**src/rtl/k423_lsu_pkg.sv**
```systemverilog
// rtl/k423_lsu_pkg.sv - shared op encoding, state enum and helpers for the MEM-stage LSU
package k423_lsu_pkg;

  localparam int LSU_OP_W = 5;
  localparam int OP_LOAD  = 4;
  localparam int OP_STORE = 3;
  localparam int OP_UNS   = 2;
  localparam int OP_SZ_HI = 1;
  localparam int OP_SZ_LO = 0;

  localparam logic [1:0] SZ_B = 2'b00;
  localparam logic [1:0] SZ_H = 2'b01;
  localparam logic [1:0] SZ_W = 2'b10;

  localparam int EXCP_MISALIGN = 1;
  localparam int EXCP_BUS_ERR  = 0;

  typedef enum logic [1:0] {
    ST_IDLE,
    ST_REQ,
    ST_RSP,
    ST_DRAIN
  } lsu_state_e;

  // Size 2'b11 is not a legal encoding; it is checked like a word.
  function automatic logic misaligned(input logic [1:0] size, input logic [1:0] a_lo);
    case (size)
      SZ_B:    misaligned = 1'b0;
      SZ_H:    misaligned = a_lo[0];
      default: misaligned = (a_lo != 2'b00);
    endcase
  endfunction

  function automatic logic [1:0] excp_vec(input logic mis, input logic bus_err);
    excp_vec = '0;
    excp_vec[EXCP_MISALIGN] = mis;
    excp_vec[EXCP_BUS_ERR]  = bus_err;
  endfunction

endpackage

```
**src/rtl/k423_lsu_align.sv**
```systemverilog
// rtl/k423_lsu_align.sv - byte-lane strobes, store replication and load extraction/extension
module k423_lsu_align
  import k423_lsu_pkg::*;
#(
  parameter int XLEN = 32
) (
  input  logic [1:0]      a_lo,
  input  logic [1:0]      size,
  input  logic            uns,
  input  logic [XLEN-1:0] rs2,
  input  logic [XLEN-1:0] rdata,
  output logic [3:0]      wstrb,
  output logic [XLEN-1:0] wdata,
  output logic [XLEN-1:0] ld_val
);

  logic [XLEN-1:0] shifted;

  assign shifted = rdata >> {a_lo, 3'b000};

  always_comb begin
    wstrb  = 4'b1111;
    wdata  = rs2;
    ld_val = shifted;
    case (size)
      SZ_B: begin
        wstrb  = 4'b0001 << a_lo;
        wdata  = {(XLEN/8){rs2[7:0]}};
        ld_val = {{(XLEN-8){~uns & shifted[7]}}, shifted[7:0]};
      end
      SZ_H: begin
        wstrb  = 4'b0011 << a_lo;
        wdata  = {(XLEN/16){rs2[15:0]}};
        ld_val = {{(XLEN-16){~uns & shifted[15]}}, shifted[15:0]};
      end
      default: ;
    endcase
  end

endmodule

```
**src/rtl/k423_mem_lsu.sv**
```systemverilog
// rtl/k423_mem_lsu.sv - MEM stage: pass-through writeback or one data-memory load/store per instruction
module k423_mem_lsu
  import k423_lsu_pkg::*;
#(
  parameter int XLEN   = 32,
  parameter int ADDR_W = 32
) (
  input  logic                clk_i,
  input  logic                rst_n_i,
  input  logic                flush_i,
  input  logic                ex_vld_i,
  output logic                ex_rdy_o,
  input  logic [XLEN-1:0]     ex_alu_rd_i,
  input  logic [XLEN-1:0]     ex_rs2_i,
  input  logic [LSU_OP_W-1:0] ex_lsu_op_i,
  input  logic [4:0]          ex_rd_idx_i,
  input  logic                ex_rd_wen_i,
  output logic                dmem_req_vld_o,
  input  logic                dmem_req_rdy_i,
  output logic [ADDR_W-1:0]   dmem_req_addr_o,
  output logic                dmem_req_we_o,
  output logic [3:0]          dmem_req_wstrb_o,
  output logic [XLEN-1:0]     dmem_req_wdata_o,
  input  logic                dmem_rsp_vld_i,
  input  logic [XLEN-1:0]     dmem_rsp_rdata_i,
  input  logic                dmem_rsp_err_i,
  output logic                wb_vld_o,
  output logic [4:0]          wb_rd_idx_o,
  output logic                wb_rd_wen_o,
  output logic [XLEN-1:0]     wb_rd_o,
  output logic [1:0]          wb_excp_o
);

  lsu_state_e      state;
  logic [1:0]      a_lo_q, size_q;
  logic            uns_q, load_q, rd_wen_q;
  logic [4:0]      rd_idx_q;

  logic            accept, ex_load, ex_store, ex_mis;
  logic [1:0]      al_a_lo, al_size;
  logic            al_uns;
  logic [3:0]      al_wstrb;
  logic [XLEN-1:0] al_wdata, al_ld_val;

  // Gated by reset so the handshake reads 0 while the stage is held in reset.
  assign ex_rdy_o = (state == ST_IDLE) & rst_n_i;
  assign accept   = ex_vld_i & ex_rdy_o & ~flush_i;
  assign ex_load  = ex_lsu_op_i[OP_LOAD];
  assign ex_store = ex_lsu_op_i[OP_STORE];
  assign ex_mis   = misaligned(ex_lsu_op_i[OP_SZ_HI:OP_SZ_LO], ex_alu_rd_i[1:0]);

  // Store lanes come from the incoming op; load extraction uses the latched op.
  always_comb begin
    al_a_lo = a_lo_q;
    al_size = size_q;
    al_uns  = uns_q;
    if (state == ST_IDLE) begin
      al_a_lo = ex_alu_rd_i[1:0];
      al_size = ex_lsu_op_i[OP_SZ_HI:OP_SZ_LO];
      al_uns  = ex_lsu_op_i[OP_UNS];
    end
  end

  k423_lsu_align #(.XLEN(XLEN)) u_align (
    .a_lo   (al_a_lo),
    .size   (al_size),
    .uns    (al_uns),
    .rs2    (ex_rs2_i),
    .rdata  (dmem_rsp_rdata_i),
    .wstrb  (al_wstrb),
    .wdata  (al_wdata),
    .ld_val (al_ld_val)
  );

  always_ff @(posedge clk_i or negedge rst_n_i) begin
    if (!rst_n_i) begin
      state            <= ST_IDLE;
      a_lo_q           <= '0;
      size_q           <= '0;
      uns_q            <= 1'b0;
      load_q           <= 1'b0;
      rd_wen_q         <= 1'b0;
      rd_idx_q         <= '0;
      dmem_req_vld_o   <= 1'b0;
      dmem_req_addr_o  <= '0;
      dmem_req_we_o    <= 1'b0;
      dmem_req_wstrb_o <= '0;
      dmem_req_wdata_o <= '0;
      wb_vld_o         <= 1'b0;
      wb_rd_idx_o      <= '0;
      wb_rd_wen_o      <= 1'b0;
      wb_rd_o          <= '0;
      wb_excp_o        <= '0;
    end else begin
      wb_vld_o <= 1'b0;
      case (state)
        ST_IDLE: begin
          if (accept) begin
            if (!ex_load && !ex_store) begin
              wb_vld_o    <= 1'b1;
              wb_rd_idx_o <= ex_rd_idx_i;
              wb_rd_wen_o <= ex_rd_wen_i;
              wb_rd_o     <= ex_alu_rd_i;
              wb_excp_o   <= excp_vec(1'b0, 1'b0);
            end else if (ex_mis) begin
              wb_vld_o    <= 1'b1;
              wb_rd_idx_o <= ex_rd_idx_i;
              wb_rd_wen_o <= 1'b0;
              wb_excp_o   <= excp_vec(1'b1, 1'b0);
            end else begin
              a_lo_q           <= ex_alu_rd_i[1:0];
              size_q           <= ex_lsu_op_i[OP_SZ_HI:OP_SZ_LO];
              uns_q            <= ex_lsu_op_i[OP_UNS];
              load_q           <= ex_load;
              rd_wen_q         <= ex_rd_wen_i;
              rd_idx_q         <= ex_rd_idx_i;
              dmem_req_vld_o   <= 1'b1;
              dmem_req_addr_o  <= {ex_alu_rd_i[ADDR_W-1:2], 2'b00};
              dmem_req_we_o    <= ex_store & ~ex_load;
              dmem_req_wstrb_o <= ex_store ? al_wstrb : 4'b0000;
              dmem_req_wdata_o <= ex_store ? al_wdata : '0;
              state            <= ST_REQ;
            end
          end
        end
        ST_REQ: begin
          if (dmem_req_rdy_i) begin
            dmem_req_vld_o <= 1'b0;
            state          <= flush_i ? ST_DRAIN : ST_RSP;
          end else if (flush_i) begin
            dmem_req_vld_o <= 1'b0;
            state          <= ST_IDLE;
          end
        end
        ST_RSP: begin
          // A response coinciding with the flush is the one a drain would wait for.
          if (dmem_rsp_vld_i) begin
            state <= ST_IDLE;
            if (!flush_i) begin
              wb_vld_o    <= 1'b1;
              wb_rd_idx_o <= rd_idx_q;
              wb_rd_wen_o <= rd_wen_q & load_q & ~dmem_rsp_err_i;
              wb_excp_o   <= excp_vec(1'b0, dmem_rsp_err_i);
              if (load_q) wb_rd_o <= al_ld_val;
            end
          end else if (flush_i) begin
            state <= ST_DRAIN;
          end
        end
        ST_DRAIN: begin
          if (dmem_rsp_vld_i) state <= ST_IDLE;
        end
        default: state <= ST_IDLE;
      endcase
    end
  end

endmodule

```
**config.mk**
```make
export PLATFORM = sky130hd
export DESIGN_NAME = k423_mem_lsu
export DESIGN_NICKNAME = d
export VERILOG_FILES = /design/src/rtl/k423_lsu_pkg.sv /design/src/rtl/k423_lsu_align.sv /design/src/rtl/k423_mem_lsu.sv
export SDC_FILE = /design/constraint.sdc
export NUM_CORES = 1
export LEC_CHECK = 0
export ABC_AREA = 1
export BUFFER_PORTS_ARGS = -buffer_cell sky130_fd_sc_hd__buf_2
export CORE_AREA = 2 2 115 117
export CTS_CLUSTER_DIAMETER = 100
export DETAILED_ROUTE_END_ITERATION = 6
export DIE_AREA = 0 0 117 119
export MAX_ROUTING_LAYER = met4
export PLACE_DENSITY_LB_ADDON = 0.12
export SLEW_MARGIN = 30
export SYNTH_ARGS = -nofsm -noshare
export SYNTH_HDL_FRONTEND = slang
export SYNTH_HIERARCHICAL = 1
export SYNTH_SLANG_ARGS = --single-unit
```
**constraint.sdc**
```tcl
create_clock -name clk_i -period 3.51 [get_ports clk_i]
set_clock_uncertainty 0.1 [all_clocks]
set_input_delay 0.5265 -clock clk_i [delete_from_list [all_inputs] [get_ports clk_i]]
set_output_delay 0.5265 -clock clk_i [all_outputs]
set_load 0.03 [all_outputs]
```
==> impl_metrics.env <==
export IMPL_area_growth_pct=24.3
export IMPL_postCtsSetupBuffers=0
export IMPL_rsz0062_at_grt="false"
export IMPL_wl_per_cell_um=14.1
export IMPL_cpMostUsedCell="nand2_1"
export IMPL_fin_crit_ps=2790
export IMPL_numCtsBuffers=17
export IMPL_drt_wl_total_mm=18.2
export IMPL_drc=0
export IMPL_worstHoldEndpoint="dmem_req_we_o$_DFFE_PN0P_"
export IMPL_gp_congestion=0.943
export IMPL_yosysSeqAreaShare_pct=45.2
export IMPL_holdCritStartpoint="ex_lsu_op_i[4]"
export IMPL_cts_max_level=4
export IMPL_fp_row_count=42
export IMPL_grt_pass1_vias=5944
export IMPL_cpPeakStageDelay_ps=480
export IMPL_fillers=1203
export IMPL_path_class="reg2reg"
export IMPL_syn_area_um2=6810
export IMPL_setup_viol=0
export IMPL_ioPinCount=226
export IMPL_tns_ps=0
export IMPL_r2r_slack_ps=720
export IMPL_regArea_um2=3080
export IMPL_chipHeight_um=119
export IMPL_clock_latency_ps=410
export IMPL_cts_tree="yes"
export IMPL_power_density_nw_per_um2=1050
export IMPL_worst_path_max_fanout=21
export IMPL_die_x_um=117
export IMPL_cp_arrival_ps=3040
export IMPL_clock_sinks=123
export IMPL_place_hpwl_mm=13.1
export IMPL_antenna_left=0
export IMPL_first_pass_iters=5
export IMPL_layout_drive_gt1_share_pct=28.8
export IMPL_post_cts_resized=0
export IMPL_grt_max_degree=71
export IMPL_pwr_share_clk_pct=20.7
export IMPL_grt_pass1_wl_mm=29.6
export IMPL_ys_types=26
export IMPL_drt_initial_drc_count=537
export IMPL_startpoint_type="flip-flop"
export IMPL_die_area_um2=13900
export IMPL_power_switching_w=0.00426
export IMPL_vias=6555
export IMPL_vias_per_cell=5.07
export IMPL_fmax_mhz=359
export IMPL_synth_avg_cell_area_um2=7.46
export IMPL_seqPwrFrac_pct=26.9
export IMPL_start_util_pct=52.9
export IMPL_p_int_w=0.00464
export IMPL_relSlewSlack_pct=44.0
export IMPL_coreArea_um2=12900
export IMPL_r2r_end="wb_rd_o[31]$_DFFE_PN0P_"
export IMPL_worst_path_max_delay_cell="dfrtp_1"
export IMPL_power_leakage_nw=4.71
export IMPL_switching_share_pct=47.8
export IMPL_clkTransAtPathRegs_ps=60
export IMPL_hold_viol=0
export IMPL_nNetsFinal=1215
export IMPL_dp_cells=1258
export IMPL_grt_usage_pct=27.9
export IMPL_layout_cells_non_filler=1293
export IMPL_r2r_cells=14
export IMPL_io_buffers=223
export IMPL_fin_crit_sh_pct=79.4
export IMPL_gr_total_overflow=0
export IMPL_combPwrFrac_pct=52.4
export IMPL_critical_path_endpoint_type="flip-flop"
export IMPL_syn_inst=913
export IMPL_status="completed"
export IMPL_multi_input_area_um2=3010
export IMPL_whs_path_depth=2
export IMPL_final_max_slew_viol_count=0
export IMPL_ys_warn_count=6
export IMPL_hold_class="in2reg"
export IMPL_crit_chain="nor2_4, inv_1, nand2_1, o21ai_2, inv_2, buf_4, nand2_1, nand3_1, nand3_2, nand3_1, nand2_1, o21ai_0, nand3_1, nand2_1"
export IMPL_ctsLongestPathBuffers=2
export IMPL_cap_violations=0
export IMPL_postCtsHoldBufs=0
export IMPL_root_buffer="clkbuf_16"
export IMPL_regToRegStartpoint="state[0]$_DFFE_PN0P_"
export IMPL_antenna_found_initial=3
export IMPL_worst_pin_slew_ps=840
export IMPL_ys_ff_latch=123
export IMPL_required_ps=3760
export IMPL_ir_drop_uv=645
## flip-flops by register name, summed over array words and instances (netlist names)
| signal | count |
|---|---|
| state | 2 |
| rd_idx_q | 5 |
| dmem_req_addr_o | 30 |
| rd_wen_q | 1 |
| wb_rd_wen_o | 1 |
| dmem_req_vld_o | 1 |
| uns_q | 1 |
| load_q | 1 |
| dmem_req_we_o | 1 |
| dmem_req_wdata_o | 32 |
| wb_vld_o | 1 |
| wb_rd_idx_o | 5 |
| dmem_req_wstrb_o | 4 |
| wb_rd_o | 32 |
| a_lo_q | 2 |
| size_q | 2 |
| wb_excp_o | 2 |
## routing by layer
metal	track usage, %	wire length [µm]
met5	-	0
met4	10.4	480
met3	6.16	1280
met2	39.5	8050
met1	39.4	8430
## area by class of cell
| cell class | count | area share [%] |
|---|---|---|
| antenna | 3 | 0.0887 |
| clock buffer | 20 | 5.40 |
| clock inverter | 12 | 2.01 |
| inverter | 70 | 3.16 |
| multi-input combinational | 652 | 35.6 |
| sequential | 123 | 36.4 |
| tap | 176 | 2.60 |
| timing repair buffer | 237 | 14.8 |
## worst max path at each step
stage | startpoint | slack [ps] | cells after the start | end
6_report | state[0]$_DFFE_PN0P_ | 720 | 14 | wb_rd_o[31]$_DFFE_PN0P_
5_1_grt | state[0]$_DFFE_PN0P_ | 360 | 14 | wb_rd_o[21]$_DFFE_PN0P_
4_1_cts | state[0]$_DFFE_PN0P_ | 730 | 14 | wb_rd_o[31]$_DFFE_PN0P_
3_5_place_dp | state[0]$_DFFE_PN0P_ | 770 | 14 | wb_rd_o[21]$_DFFE_PN0P_
3_3_place_gp | state[0]$_DFFE_PN0P_ | 830 | 13 | wb_rd_o[31]$_DFFE_PN0P_
2_1_floorplan | state[0]$_DFFE_PN0P_ | 1120 | 14 | wb_rd_o[31]$_DFFE_PN0P_
## power by group through the flow
stage          sequential, W  clock [W]  combinational [W]
2_1_floorplan        0.00350          0            0.00239
3_3_place_gp         0.00240          0            0.00459
3_5_place_dp         0.00240          0            0.00465
4_1_cts              0.00240    0.00188            0.00466
5_1_grt              0.00248    0.00194            0.00517
6_report             0.00239    0.00185            0.00466
## worst max-delay path: cells and delay by family (launching register included)
kind,cells,cell delay [ps]
and+or+nand+nor,9,1230
buffers and inverters,3,730
DFF,1,480
AOI/OAI and AO/OA,2,170
## cells in the mapped netlist
cell        n  share of area [%]
o21ai_2    31                4.0
clkinv_4    1               0.13
nand4_1     3               0.28
clkbuf_1   21                1.2
o211ai_1    9               0.99
nand2_2     5               0.46
o21ai_1    41                3.0
inv_1      65                3.6
conb_1      1              0.055
buf_4      17                1.9
inv_2       4               0.22
nand3_1    84                6.2
nor2_4      4               0.66
nand3_4     1               0.26
nor2_1     19                1.0
nor3_1      1              0.073
nand2_4     1               0.17
buf_2      15                1.1
buf_6      16                2.6
nor2_2      2               0.18
nand3_2     2               0.29
a21oi_1    23                1.7
nand2_1   351                 19
dfrtp_1   123                 45
and2_1      1              0.092
o21ai_0    72                5.3
## placed cells by master, fill, tap and decap left out, types with 4 or more instances in the layout
master	instances
nand2_1	351
buf_2	222
dfrtp_1	123
nand3_1	84
o21ai_0	69
inv_1	65
o21ai_1	42
o21ai_2	33
a21oi_1	23
nor2_1	19
clkbuf_16	17
buf_4	12
o211ai_1	9
nand2_2	5
nor2_4	4
inv_2	4
clkinv_2	4
clkinvlp_4	4
bufinv_16	4
## cell families after synthesis
kind of cell / share of synthesized area, %
AND/OR/NAND/NOR: 29.0
buffers and inverters: 10.7
flip-flops: 45.2
AO/OA/AOI/OAI: 15.0
other: 0.0551
## per-stage QoR
stage	cell area (µm²)	util [%]	setup WS (ps)	hold slack, ps	total power [W]
after detailed placement	7830	60.8	767	355	0.00705
final	8460	65.7	722	219	0.00890
after global placement	7830	60.8	828	351	0.00699
after floorplan	6810	-	1120	131	0.00589
after CTS	8460	65.7	730	202	0.00894
after global routing	8460	65.7	357	240	0.00958
Note: power is estimated with default switching activity, not from simulation.
